===== src/rtl/accum_pkg.sv =====
// Shared types and default widths for the sum accumulator slice.
// Holds the burst FSM state encoding and the width constants.
package accum_pkg;

    // Burst state machine encoding.
    typedef enum logic [1:0] {
        IDLE  = 2'd0,
        ACCUM = 2'd1,
        HOLD  = 2'd2
    } state_t;

    // Default widths: incoming adder sum, accumulator, burst length.
    localparam int DATA_W_DEF = 16;
    localparam int ACC_W_DEF  = 24;
    localparam int LEN_W_DEF  = 8;

endpackage


===== src/rtl/burst_counter.sv =====
// Loadable down-counter tracking samples left in the current burst.
// Ports: clk, rst (sync, active-high), load/load_val, dec -> count, last.
module burst_counter #(
    parameter int LEN_W = 8
) (
    input  logic             clk,
    input  logic             rst,
    input  logic             load,
    input  logic [LEN_W-1:0] load_val,
    input  logic             dec,
    output logic [LEN_W-1:0] count,
    output logic             last
);

    logic [LEN_W-1:0] count_q;
    logic [LEN_W-1:0] count_d;

    // Load has priority; decrement saturates at zero.
    always_comb begin
        count_d = count_q;
        if (load) begin
            count_d = load_val;
        end else if (dec && (count_q != '0)) begin
            count_d = count_q - 1'b1;
        end
    end

    always_ff @(posedge clk) begin
        if (rst) begin
            count_q <= '0;
        end else begin
            count_q <= count_d;
        end
    end

    assign count = count_q;
    assign last  = (count_q == LEN_W'(1));

endmodule


===== src/rtl/sum_accumulator.sv =====
// Accumulates a programmable-length burst of adder sums into a wider
// register and offers the total on a valid/ready output handshake.
// Ports: clk, rst (sync, active-high); start/len open a burst;
//        sum_in/sum_valid carry samples; acc_out/acc_valid/acc_ready
//        deliver the total; busy flags ACCUM/HOLD; overflow is a sticky
//        per-burst carry-out flag. All outputs are registered.
// ACC_W must be >= DATA_W.
module sum_accumulator
    import accum_pkg::*;
#(
    parameter int DATA_W = DATA_W_DEF,
    parameter int ACC_W  = ACC_W_DEF,
    parameter int LEN_W  = LEN_W_DEF
) (
    input  logic              clk,
    input  logic              rst,
    input  logic              start,
    input  logic [LEN_W-1:0]  len,
    input  logic [DATA_W-1:0] sum_in,
    input  logic              sum_valid,
    output logic [ACC_W-1:0]  acc_out,
    output logic              acc_valid,
    input  logic              acc_ready,
    output logic              busy,
    output logic              overflow
);

    // Zero padding that lifts sum_in to ACC_W+1 bits (one extra for carry).
    localparam int PAD = ACC_W + 1 - DATA_W;

    state_t           state_q;
    logic [ACC_W-1:0] acc_q;
    logic             ov_q;
    logic             valid_q;
    logic             busy_q;

    logic [ACC_W:0]   add_d;
    logic [LEN_W-1:0] rem;
    logic             rem_last;
    logic             cnt_load;
    logic             cnt_dec;

    // Unsigned add with the carry kept in the top bit.
    assign add_d = {1'b0, acc_q} + {{PAD{1'b0}}, sum_in};

    assign cnt_load = (state_q == IDLE) && start && (len != '0);
    assign cnt_dec  = (state_q == ACCUM) && sum_valid;

    burst_counter #(
        .LEN_W    (LEN_W)
    ) u_cnt (
        .clk      (clk),
        .rst      (rst),
        .load     (cnt_load),
        .load_val (len),
        .dec      (cnt_dec),
        .count    (rem),
        .last     (rem_last)
    );

    always_ff @(posedge clk) begin
        if (rst) begin
            state_q <= IDLE;
            acc_q   <= '0;
            ov_q    <= 1'b0;
            valid_q <= 1'b0;
            busy_q  <= 1'b0;
        end else begin
            case (state_q)
                IDLE: begin
                    if (start) begin
                        acc_q  <= '0;
                        ov_q   <= 1'b0;
                        busy_q <= 1'b1;
                        if (len == '0) begin
                            // Empty burst: result 0 is ready at once.
                            state_q <= HOLD;
                            valid_q <= 1'b1;
                        end else begin
                            state_q <= ACCUM;
                        end
                    end
                end
                ACCUM: begin
                    if (rem == '0) begin
                        // Unreachable in normal flow; never strand the FSM.
                        state_q <= HOLD;
                        valid_q <= 1'b1;
                    end else if (sum_valid) begin
                        acc_q <= add_d[ACC_W-1:0];
                        ov_q  <= ov_q | add_d[ACC_W];
                        if (rem_last) begin
                            state_q <= HOLD;
                            valid_q <= 1'b1;
                        end
                    end
                end
                HOLD: begin
                    // acc_q is left untouched until the next start.
                    if (acc_ready) begin
                        state_q <= IDLE;
                        valid_q <= 1'b0;
                        busy_q  <= 1'b0;
                    end
                end
                default: begin
                    state_q <= IDLE;
                    valid_q <= 1'b0;
                    busy_q  <= 1'b0;
                end
            endcase
        end
    end

    assign acc_out   = acc_q;
    assign acc_valid = valid_q;
    assign busy      = busy_q;
    assign overflow  = ov_q;

endmodule


===== config.mk =====
export PLATFORM = sky130hd
export DESIGN_NAME = sum_accumulator
export DESIGN_NICKNAME = d
export VERILOG_FILES = /design/src/rtl/accum_pkg.sv /design/src/rtl/burst_counter.sv /design/src/rtl/sum_accumulator.sv
export SDC_FILE = /design/constraint.sdc
export NUM_CORES = 1
export LEC_CHECK = 0
export BUFFER_PORTS_ARGS = -buffer_cell sky130_fd_sc_hd__buf_4
export CAP_MARGIN = 20
export CORE_MARGIN = 3
export CORE_UTILIZATION = 58
export DETAILED_ROUTE_END_ITERATION = 16
export GPL_TIMING_DRIVEN = 0
export PLACE_DENSITY = 0.85
export SYNTH_ARGS = -nofsm -noshare
export SYNTH_HDL_FRONTEND = slang
export SYNTH_HIERARCHICAL = 1
export SYNTH_SLANG_ARGS = --single-unit

===== constraint.sdc =====
create_clock -name clk -period 5.16 [get_ports clk]
set_clock_uncertainty 0.2 [all_clocks]
set_input_delay 1.032 -clock clk [delete_from_list [all_inputs] [get_ports clk]]
set_output_delay 1.032 -clock clk [all_outputs]
set_load 0.005 [all_outputs]

After elaboration in Yosys (flattened, before gate mapping). Index checks and enable logic that the tools add are counted.

Input bits: 29. Flip-flop bits (word level): 37. Logic and storage cells: 61. Output and inout port bits: 27.

Reductions and logical operators: 15. Eq/ne operators: 10. Bitwise gates (word level): 2. Multiplexer cells: 26. $add $sub $neg: 2.

Operator list (number): $mux 24 (3); $pmux 24 s2 (1); $add 24x16->25 (1); $logic_not 8->1 (2); $mux 8 (2); $reduce_bool 8->1 (2); $mux 2 (6); $mux 1 (10); $eq 8x1->1 const B (1); $ne 2x2->1 const B (4); $reduce_and 4->1 (2); $sub 8x1->8 const B (1); $ne 3x2->1 const B (2); $pmux 1 s3 (2); $pmux 2 s3 (1); $reduce_and 5->1 (1); $logic_and 1x1->1 (4); $reduce_bool 2->1 (2); $reduce_and 3->1 (1); $eq 2x1->1 const B (1); $eq 2x2->1 const B (1); $logic_not 2->1 (1); $ne 2x1->1 const B (1); $pmux 1 s2 (1); other kinds (2) (2).

Longest topological paths before layout. Gate-level depths: netlist of the first run.

Word-level depth: 5. Gate-level depth with buffers: 8. Depth with buffers taken out: 8.

Cells and area by module. Netlist of the first run, hierarchy kept.

Modules (own cells, without submodules): sum_accumulator (sequential area each 580.6 um^2, area an instance 1960.6 um^2, times used 1, cells an instance 238); burst_counter (sequential area each 160.2 um^2, area an instance 524.3 um^2, times used 1, cells an instance 59).

Worst setup path after synthesis of the first run. OpenSTA, ideal clock, no wires.

Path type: input to register. Start: input port sum_in[5]. End: register acc_q[19] (netlist: acc_out[19]). Buffers on the path: 0. Stages: 7. Library setup time: 115 ps. Setup slack: 2222 ps. Data required time: 4845 ps. Arrival time: 2624 ps. Cells stage by stage: ha_1 -> o21a_1 -> o2111a_1 -> a22o_1 -> a221oi_1 -> nor4_1 -> o21a_1.

Longest elaborated chain between the ends: 4.

Ends and longest elaborated chain: start, declared (line sum_accumulator.sv:19) `input logic [DATA_W-1:0] sum_in,`; $add 24x16->25 (line sum_accumulator.sv:44) `assign add_d = {1'b0, acc_q} + {{PAD{1'b0}}, sum_in};`; $mux 24 (line sum_accumulator.sv:89) `end else if (sum_valid) begin`; $mux 24 (line sum_accumulator.sv:85) `if (rem == '0) begin`; $pmux 24 s2 (line sum_accumulator.sv:69) `case (state_q)`; end signal, assigned (line sum_accumulator.sv:90) `acc_q <= add_d[ACC_W-1:0];`; end, declared (line sum_accumulator.sv:32) `logic [ACC_W-1:0] acc_q;`.

No other way between the ends. The select of a mux whose other input is x is not followed. A chain may end at the register's enable or synchronous reset.

Worst setup path after layout of the first run.
Start: input port sum_in[1]. End: register acc_q[19] (netlist: acc_out[19]).

The elaborated chain is that of the path after synthesis.

==> results of run 1 <==
-- per-stage QoR --
| step | instances | setup slack, ns | util [%] | hold slack [ns] | power [mW] |
|---|---|---|---|---|---|
| after floorplan | 297 | 2.22 | - | 0.260 | 0.570 |
| after detailed placement | 401 | 1.84 | 72.8 | 0.266 | 0.659 |
| after CTS | 408 | 2.15 | 75.0 | 0.278 | 0.872 |
| final | 408 | 2.12 | 75.0 | 0.274 | 0.868 |
| after global routing | 408 | 1.93 | 75.0 | 0.302 | 0.921 |
| after global placement | 401 | 1.91 | 72.8 | 0.260 | 0.651 |
-- Yosys cell counts (4+ instances only) --
library cell   n  area share [%]
nor2_1        22             3.3
xor2_1         7             2.5
nor2b_1        5             1.3
a21oi_1       31             6.2
a22oi_1        4             1.2
a22o_1         8             2.8
inv_1         12             1.8
a211oi_1      12             3.6
nor4_1         8             2.0
dfxtp_1       37              30
xnor2_1       13             4.6
nor3_1         5             1.0
ha_1          19             9.6
nand3_1        7             1.4
o211ai_1       4             1.2
or3_1          4             1.0
o21ai_0       15             3.0
nand2_1       26             3.9
-- layer usage --
| metal | global-route usage [%] | vias up | part of all wire [%] |
|---|---|---|---|
| met4 | 8.98 | 0 | 1.2 |
| met2 | 39.5 | 63 | 48 |
| li1 | - | 1241 | - |
| met5 | 0 | - | 0 |
| met1 | 28.7 | 1108 | 45 |
| met3 | 4.63 | 7 | 5.7 |
-- logic make-up after synthesis --
group,Yosys count,synth area share [%]
compound gates,104,29.4
xor+xnor,20,7.05
simple gates,97,20.1
flops,37,29.8
buf+inv,19,3.27
fa+ha+maj,20,10.4
-- cell type report --
cell class / instances / share of cell area [%]
Clock inverter: 1 / 0.247
Buffer: 7 / 1.19
Sequential cell: 37 / 24.3
Tap cell: 50 / 2.06
Inverter: 12 / 1.48
Clock buffer: 6 / 2.71
Multi-Input combinational cell: 241 / 54.6
Timing Repair Buffer: 54 / 13.3
-- final timing paths --
check	startpoint	endpoint	slack, ns	cells after the start
worst max-delay path	sum_in[1]	acc_out[19]$_SDFFE_PP0P_	2.12	8
worst min-delay path	acc_out[2]$_SDFFE_PP0P_	acc_out[2]$_SDFFE_PP0P_	0.27	2
worst max register to register	acc_out[1]$_SDFFE_PP0P_	acc_out[19]$_SDFFE_PP0P_	2.60	7
worst min register to register	acc_out[2]$_SDFFE_PP0P_	acc_out[2]$_SDFFE_PP0P_	0.27	2
-- tightest hold or removal path, delay by kind of cell (launching register included) --
kind | cells | cell delay, ns
compound gates | 1 | 0.05
flops | 1 | 0.33
simple gates | 1 | 0.06
-- power by group through the flow --
stage	Sequential [mW]	Clock, mW	Combinational [mW]
after global routing	0.358	0.223	0.340
final	0.352	0.210	0.306
after detailed placement	0.358	0	0.301
after floorplan	0.352	0	0.218
after global placement	0.357	0	0.295
after CTS	0.352	0.216	0.305
-- sequential cells by signal, indices dropped and copies added (netlist names) --
name / count
overflow: 1
state_q: 2
acc_valid: 1
acc_out: 24
busy: 1
u_cnt/count: 8
==> flow_metrics.env, run 1 <==
export IMPL_grt_usage_pct=23.2
export IMPL_critPathRequiredTime_ns=5.15
export IMPL_grt_pass1_wl_microns=9730
export IMPL_fmax_mhz=329
export IMPL_remaining_drc_errors=0
export IMPL_cts_sinks=37
export IMPL_overflow=0
export IMPL_synthCells=297
export IMPL_vias=2419
export IMPL_detail_route_antenna_nets=0
export IMPL_clk_path_buf_depth=2
export IMPL_syn_cell_area_sq_um=2480
export IMPL_worst_slew_pin_slew_ns=0.728
export IMPL_n_antenna_cell=0
export IMPL_viasPerCell=5.93
export IMPL_drive_gt1_share_pct=21.2
export IMPL_tns_ns=0
export IMPL_routed_wl_microns=5820
export IMPL_area_growth_pct=22.5
export IMPL_die_y_microns=71.5
export IMPL_place_congestion=0.869
export IMPL_relSlewSlack_pct=51.3
export IMPL_hold_buffers=0
export IMPL_hp_class="register to register"
export IMPL_switching_share_pct=35.8
export IMPL_cts_setup_buffers=0
export IMPL_seq_area_frac_synth_pct=29.8
export IMPL_p_seq_share_pct=40.6
export IMPL_power_leakage_nw=1.28
export IMPL_fp_dieW_microns=71.5
export IMPL_nNetsFinal=407
export IMPL_grt_pass1_vias=2304
export IMPL_rsz0062_at_grt="no"
export IMPL_grt_max_degree=12
export IMPL_worstSkewPairLatency_ns=0.29
export IMPL_p_clk_share_pct=24.1
export IMPL_core_area_sq_um=4060
export IMPL_wire_per_inst_microns=14.3
export IMPL_async_reset_ff_share_pct=0
export IMPL_ir_drop_uv=221
export IMPL_startpoint_type="input port"
export IMPL_io_pins=56
export IMPL_finalCriticalPeriod_ns=3.04
export IMPL_synth_edff_count=0
export IMPL_max_cap_violations=0
export IMPL_power_density_nw_per_um2=285
export IMPL_end_kind="register"
export IMPL_cp_buffers_inverters=1
export IMPL_ctsResizeCount=0
export IMPL_initial_utilization_pct=61.2
export IMPL_port_buffers=54
export IMPL_syn_num_nets=346
export IMPL_power_frac_comb_pct=35.3
export IMPL_dieArea_sq_um=5110
export IMPL_row_count=23
export IMPL_ys_types=61
export IMPL_worstSetupPathType="input port to register"
export IMPL_cts_root_buf="clkbuf_8"
export IMPL_first_pass_iters=4
export IMPL_dpl_cell_area_sq_um=2950
export IMPL_drt_iter0_drc=158
export IMPL_critPathSlowestCell="a221oi_1"
export IMPL_yosys_warnings=6
export IMPL_period_share_pct=59.0
export IMPL_switchingPower_uw=311
export IMPL_status="complete, no violations"
export IMPL_cts_inserted_buffers=5
export IMPL_crit_path_max_fanout=4
export IMPL_cp_top_family="compound AO/OA/AOI/OAI gates"
export IMPL_fillCellCount=307
export IMPL_htree_levels=2
export IMPL_ff_latch_area_sq_um=741
export IMPL_critPathArrivalTime_ns=3.04
export IMPL_tritoncts="yes"
export IMPL_final_common_cell="buf_4"
export IMPL_slowest_delay_ns=0.50
export IMPL_setup_viol=0
export IMPL_cp_cell_sequence="buf_4, ha_1, a211oi_1, o211ai_1, a22o_1, a221oi_1, nor4_1, o21a_1"
export IMPL_multiInputGateArea_sq_um=1660
export IMPL_syn_area_per_cell_sq_um=8.37
export IMPL_mostFrequentLayoutCells="55 x buf_4, 37 x dfxtp_1, 31 x a21oi_1, 26 x nand2_1, 22 x nor2_1"
export IMPL_synthFlopType="dfxtp_1"
export IMPL_final_cell_area_sq_um=3040
export IMPL_ys_ff_latch=37
export IMPL_clk_pin_slew_ns=0.08
export IMPL_drv_slew=0
export IMPL_dp_hpwl_microns=4440
export IMPL_internal_power_uw=557
export IMPL_final_hold_violation_count=0
export IMPL_antenna_found_initial=0
Note: power is estimated with default switching activity, not from simulation.
==> inputs of run 2 (changes only) <==
--- a/config.mk
+++ b/config.mk
@@ -8,10 +8,10 @@
 export BUFFER_PORTS_ARGS = -buffer_cell sky130_fd_sc_hd__buf_4
 export CAP_MARGIN = 20
 export CORE_MARGIN = 3
-export CORE_UTILIZATION = 58
+export CORE_UTILIZATION = 54
 export DETAILED_ROUTE_END_ITERATION = 16
 export GPL_TIMING_DRIVEN = 0
-export PLACE_DENSITY = 0.85
+export PLACE_DENSITY = 0.8
 export SYNTH_ARGS = -nofsm -noshare
 export SYNTH_HDL_FRONTEND = slang
 export SYNTH_HIERARCHICAL = 1
==> constraint.sdc (replaced) <==
create_clock -name clk -period 2.8 [get_ports clk]
set_clock_uncertainty 0.2 [all_clocks]
set_input_delay 0.56 -clock clk [delete_from_list [all_inputs] [get_ports clk]]
set_output_delay 0.56 -clock clk [all_outputs]
set_load 0.005 [all_outputs]
==> flow_metrics.env, run 2 (synthesis gave the netlist of run 1 again) <==
export IMPL_initial_utilization_pct=56.7
export IMPL_clk_path_buf_depth=2
export IMPL_grt_usage_pct=23.6
export IMPL_internal_power_mw=1.12
export IMPL_nNetsFinal=407
export IMPL_cts_inserted_buffers=5
export IMPL_clk_pin_slew_ns=0.07
export IMPL_drv_slew=0
export IMPL_cts_sinks=37
export IMPL_htree_levels=2
export IMPL_dpl_cell_area_sq_um=2960
export IMPL_dieArea_sq_um=5450
export IMPL_relSlewSlack_pct=48.9
export IMPL_end_kind="register"
export IMPL_worstSkewPairLatency_ns=0.29
export IMPL_mostFrequentLayoutCells="55 x buf_4, 37 x dfxtp_1, 31 x a21oi_1, 26 x nand2_1, 22 x nor2_1"
export IMPL_worstSetupPathType="input port to register"
export IMPL_vias=2458
export IMPL_final_hold_violation_count=0
export IMPL_io_pins=56
export IMPL_startpoint_type="input port"
export IMPL_max_cap_violations=0
export IMPL_p_seq_share_pct=38.1
export IMPL_power_leakage_nw=1.29
export IMPL_cp_cell_sequence="buf_4, ha_1, a211oi_1, o211ai_1, a22o_1, a221oi_1, nor4_1, o21a_1"
export IMPL_tritoncts="yes"
export IMPL_power_frac_comb_pct=33.3
export IMPL_remaining_drc_errors=0
export IMPL_period_share_pct=90.4
export IMPL_slowest_delay_ns=0.47
export IMPL_largest_reg_flops=24
export IMPL_die_y_microns=73.8
export IMPL_switching_share_pct=34.2
export IMPL_antenna_found_initial=0
export IMPL_hp_class="register to register"
export IMPL_dp_hpwl_microns=4610
export IMPL_detail_route_antenna_nets=0
export IMPL_p_clk_share_pct=28.6
export IMPL_status="complete, no violations"
export IMPL_hold_buffers=0
export IMPL_n_antenna_cell=0
export IMPL_rsz0062_at_grt="no"
export IMPL_final_common_cell="buf_4"
export IMPL_cts_root_buf="clkbuf_8"
export IMPL_ctsResizeCount=0
export IMPL_grt_pass1_vias=2373
export IMPL_tns_ns=0
export IMPL_crit_path_max_fanout=4
export IMPL_fmax_mhz=395
export IMPL_worst_slew_pin_slew_ns=0.764
export IMPL_critPathRequiredTime_ns=2.79
export IMPL_viasPerCell=5.98
export IMPL_core_area_sq_um=4380
export IMPL_grt_max_degree=12
export IMPL_reg2reg_slack_ns=0.28
export IMPL_routed_wl_microns=5960
export IMPL_setup_viol=0
export IMPL_ir_drop_uv=371
export IMPL_power_density_nw_per_um2=555
export IMPL_critPathSlowestCell="a221oi_1"
export IMPL_holdPathStages=2
export IMPL_first_pass_iters=4
export IMPL_fp_dieW_microns=73.8
export IMPL_row_count=24
export IMPL_place_congestion=0.899
export IMPL_grt_pass1_wl_microns=10200
export IMPL_reg2reg_depth=7
export IMPL_wire_per_inst_microns=14.5
export IMPL_cts_setup_buffers=0
export IMPL_area_growth_pct=23.6
export IMPL_overflow=0
export IMPL_critPathArrivalTime_ns=2.52
export IMPL_port_buffers=54
export IMPL_fillCellCount=377
export IMPL_finalCriticalPeriod_ns=2.53
export IMPL_drive_gt1_share_pct=21.2
export IMPL_drt_iter0_drc=191
export IMPL_switchingPower_uw=584
export IMPL_final_cell_area_sq_um=3070
==> run 2: cell count changes in the layout (fill, tap and decap cells not counted) <==
cell,delta
clkinvlp_4,-1
clkbuf_1,+1
bufinv_16,+1
==> run 2: final timing paths <==
| kind | to | from |
|---|---|---|
| worst max-delay path | acc_out[19]$_SDFFE_PP0P_ | sum_in[1] |
| worst min register to register | overflow$_SDFFE_PP0P_ | overflow$_SDFFE_PP0P_ |
| worst min-delay path | overflow$_SDFFE_PP0P_ | overflow$_SDFFE_PP0P_ |
| worst max register to register | acc_out[19]$_SDFFE_PP0P_ | acc_out[1]$_SDFFE_PP0P_ |
==> run 2: per-stage QoR <==
step | hold slack [ns] | utilization (%) | power (mW) | cells | setup WS, ns
final | 0.276 | 70.1 | 1.71 | 411 | 0.269
after detailed placement | 0.267 | 67.4 | 1.22 | 403 | 0.00420
after floorplan | 0.260 | - | 1.05 | 297 | 0.334
after global placement | 0.262 | 67.4 | 1.20 | 403 | 0.0310
after global routing | 0.298 | 70.1 | 1.81 | 411 | 0.0476
after CTS | 0.285 | 70.1 | 1.71 | 411 | 0.276
==> run 2: layout make-up <==
class	count	area, sq um	share of cell area [%]
Clock inverter	1	30.0	0.978
Tap cell	52	65.1	2.12
Clock buffer	7	86.3	2.81
Sequential cell	37	741	24.1
Timing Repair Buffer	54	405	13.2
Multi-Input combinational cell	241	1660	54.1
Inverter	12	45.0	1.47
Buffer	7	36.3	1.18
==> run 2: power groups by stage <==
stage,clock [mW],sequential [mW],combinational (mW)
after floorplan,0,0.649,0.401
after global placement,0,0.658,0.545
after detailed placement,0,0.661,0.559
after CTS,0.496,0.650,0.563
after global routing,0.513,0.659,0.634
final,0.488,0.651,0.568
==> run 2: metal layers <==
layer  wire, microns  vias to the layer above  GRT usage, %
li1                -                     1239             -
met1            2710                     1133          30.9
met2            2810                       75          38.6
met3             344                       11          4.92
met4              94                        0          7.44
met5               0                        -             0
==> run 2: worst max-delay path, delay by kind of cell <==
family / cells / cell delay (ns)
AO/OA/AOI/OAI: 5 / 1.42
adder cells (fa/ha/maj): 1 / 0.30
buffers and inverters: 1 / 0.12
AND/OR/NAND/NOR: 1 / 0.10
==> inputs of run 3 (changes only) <==
--- a/config.mk
+++ b/config.mk
@@ -11,7 +11,7 @@
 export CORE_UTILIZATION = 54
 export DETAILED_ROUTE_END_ITERATION = 16
 export GPL_TIMING_DRIVEN = 0
-export PLACE_DENSITY = 0.8
+export PLACE_DENSITY = 0.84
 export SYNTH_ARGS = -nofsm -noshare
 export SYNTH_HDL_FRONTEND = slang
 export SYNTH_HIERARCHICAL = 1
==> flow_metrics.env, run 3 (synthesis gave the netlist of run 1 again) <==
export IMPL_status="complete, no violations"
export IMPL_final_cells=411
export IMPL_switching_share_pct=34.2
export IMPL_fillCellCount=364
export IMPL_overflow=0
export IMPL_io_pins=56
export IMPL_p_seq_share_pct=38.1
export IMPL_ir_drop_uv=288
export IMPL_hp_class="register to register"
export IMPL_dieArea_sq_um=5450
export IMPL_cts_sinks=37
export IMPL_post_place_ws_ns=0.0332
export IMPL_nNetsFinal=407
export IMPL_power_frac_comb_pct=33.3
export IMPL_cts_root_buf="clkbuf_8"
export IMPL_startpoint_type="register"
export IMPL_htree_levels=2
export IMPL_first_pass_iters=4
export IMPL_n_antenna_cell=0
export IMPL_initial_utilization_pct=56.7
export IMPL_final_hold_violation_count=0
export IMPL_worstSkewPairLatency_ns=0.29
export IMPL_area_growth_pct=23.6
export IMPL_finalCriticalPeriod_ns=2.48
export IMPL_cts_setup_buffers=0
export IMPL_ctsResizeCount=0
export IMPL_ff_latch_area_sq_um=741
export IMPL_wire_per_inst_microns=14.4
export IMPL_placed_cells_incl_taps=403
export IMPL_rsz0062_at_grt="no"
export IMPL_mostFrequentLayoutCells="55 x buf_4, 37 x dfxtp_1, 31 x a21oi_1, 26 x nand2_1, 22 x nor2_1"
export IMPL_remaining_drc_errors=0
export IMPL_crit_path_max_fanout=6
export IMPL_end_kind="register"
export IMPL_hold_ws_ns=0.272
export IMPL_internal_power_mw=1.12
export IMPL_grt_max_degree=12
export IMPL_finalPower_mw=1.71
export IMPL_routed_wl_microns=5930
export IMPL_worst_slew_pin_slew_ns=0.710
export IMPL_detail_route_antenna_nets=0
export IMPL_power_density_nw_per_um2=555
export IMPL_fmax_mhz=403
export IMPL_drt_iter0_drc=151
export IMPL_drive_gt1_share_pct=21.2
export IMPL_cts_inserted_buffers=5
export IMPL_final_cell_area_sq_um=3070
export IMPL_setup_viol=0
export IMPL_port_buffers=54
export IMPL_period_share_pct=88.6
export IMPL_row_count=24
export IMPL_multiInputGateArea_sq_um=1660
export IMPL_core_area_sq_um=4380
export IMPL_die_y_microns=73.8
export IMPL_power_leakage_nw=1.29
export IMPL_worstSetupPathType="register to register"
export IMPL_place_congestion=0.863
export IMPL_drv_slew=0
export IMPL_timing_final_ws_setup_ns=0.320
export IMPL_post_route_util_pct=70.1
export IMPL_clk_path_buf_depth=2
export IMPL_dpl_cell_area_sq_um=2960
export IMPL_relSlewSlack_pct=52.2
export IMPL_vias=2468
export IMPL_critPathRequiredTime_ns=2.82
export IMPL_final_common_cell="buf_4"
export IMPL_grt_pass1_wl_microns=9930
export IMPL_p_clk_share_pct=28.6
export IMPL_viasPerCell=6.00
export IMPL_dp_hpwl_microns=4560
export IMPL_fp_dieW_microns=73.8
export IMPL_grt_usage_pct=22.7
export IMPL_critPathArrivalTime_ns=2.50
export IMPL_tns_ns=0
export IMPL_clk_pin_slew_ns=0.08
export IMPL_grt_pass1_vias=2288
export IMPL_tritoncts="yes"
export IMPL_antenna_found_initial=0
export IMPL_hold_buffers=0
export IMPL_switchingPower_uw=583
export IMPL_largest_reg_flops=24
export IMPL_max_cap_violations=0
## run 3: routing by layer
layer | wire [microns] | track usage, % | up-vias
met5 | 0 | 0 | -
met1 | 2620 | 28.9 | 1140
met3 | 354 | 4.38 | 11
li1 | - | - | 1238
met4 | 71 | 6.64 | 0
met2 | 2880 | 38.6 | 79
## run 3: layout make-up
class,count,area share (%)
Buffer,7,1.18
Clock buffer,7,2.81
Timing Repair Buffer,54,13.2
Clock inverter,1,0.978
Inverter,12,1.47
Sequential cell,37,24.1
Multi-Input combinational cell,241,54.1
Tap cell,52,2.12
## run 3: path summary, 6_finish.rpt
kind | from | endpoint | slack [ns] | cells past startpoint
setup reg to reg | u_cnt/count[3]$_SDFFE_PP0P_ | acc_valid$_SDFFE_PP0P_ | 0.32 | 6
hold / removal | acc_out[2]$_SDFFE_PP0P_ | acc_out[2]$_SDFFE_PP0P_ | 0.27 | 2
hold reg to reg | acc_out[2]$_SDFFE_PP0P_ | acc_out[2]$_SDFFE_PP0P_ | 0.27 | 2
setup / recovery | u_cnt/count[3]$_SDFFE_PP0P_ | acc_valid$_SDFFE_PP0P_ | 0.32 | 6
## run 3: critical path: stages, from the launching register on
cell	delay [ns]
dfxtp_1	0.37
or4_4	0.60
nor4b_1	0.36
nand2_1	0.08
a311oi_1	0.50
nor2_1	0.09
a211oi_1	0.20
## run 3: power by group through the flow
stage	registers (mW)	logic (mW)	clock network, mW
after global placement	0.658	0.542	0
after floorplan	0.649	0.401	0
final	0.650	0.567	0.488
after global routing	0.658	0.632	0.518
after CTS	0.649	0.566	0.496
after detailed placement	0.661	0.560	0
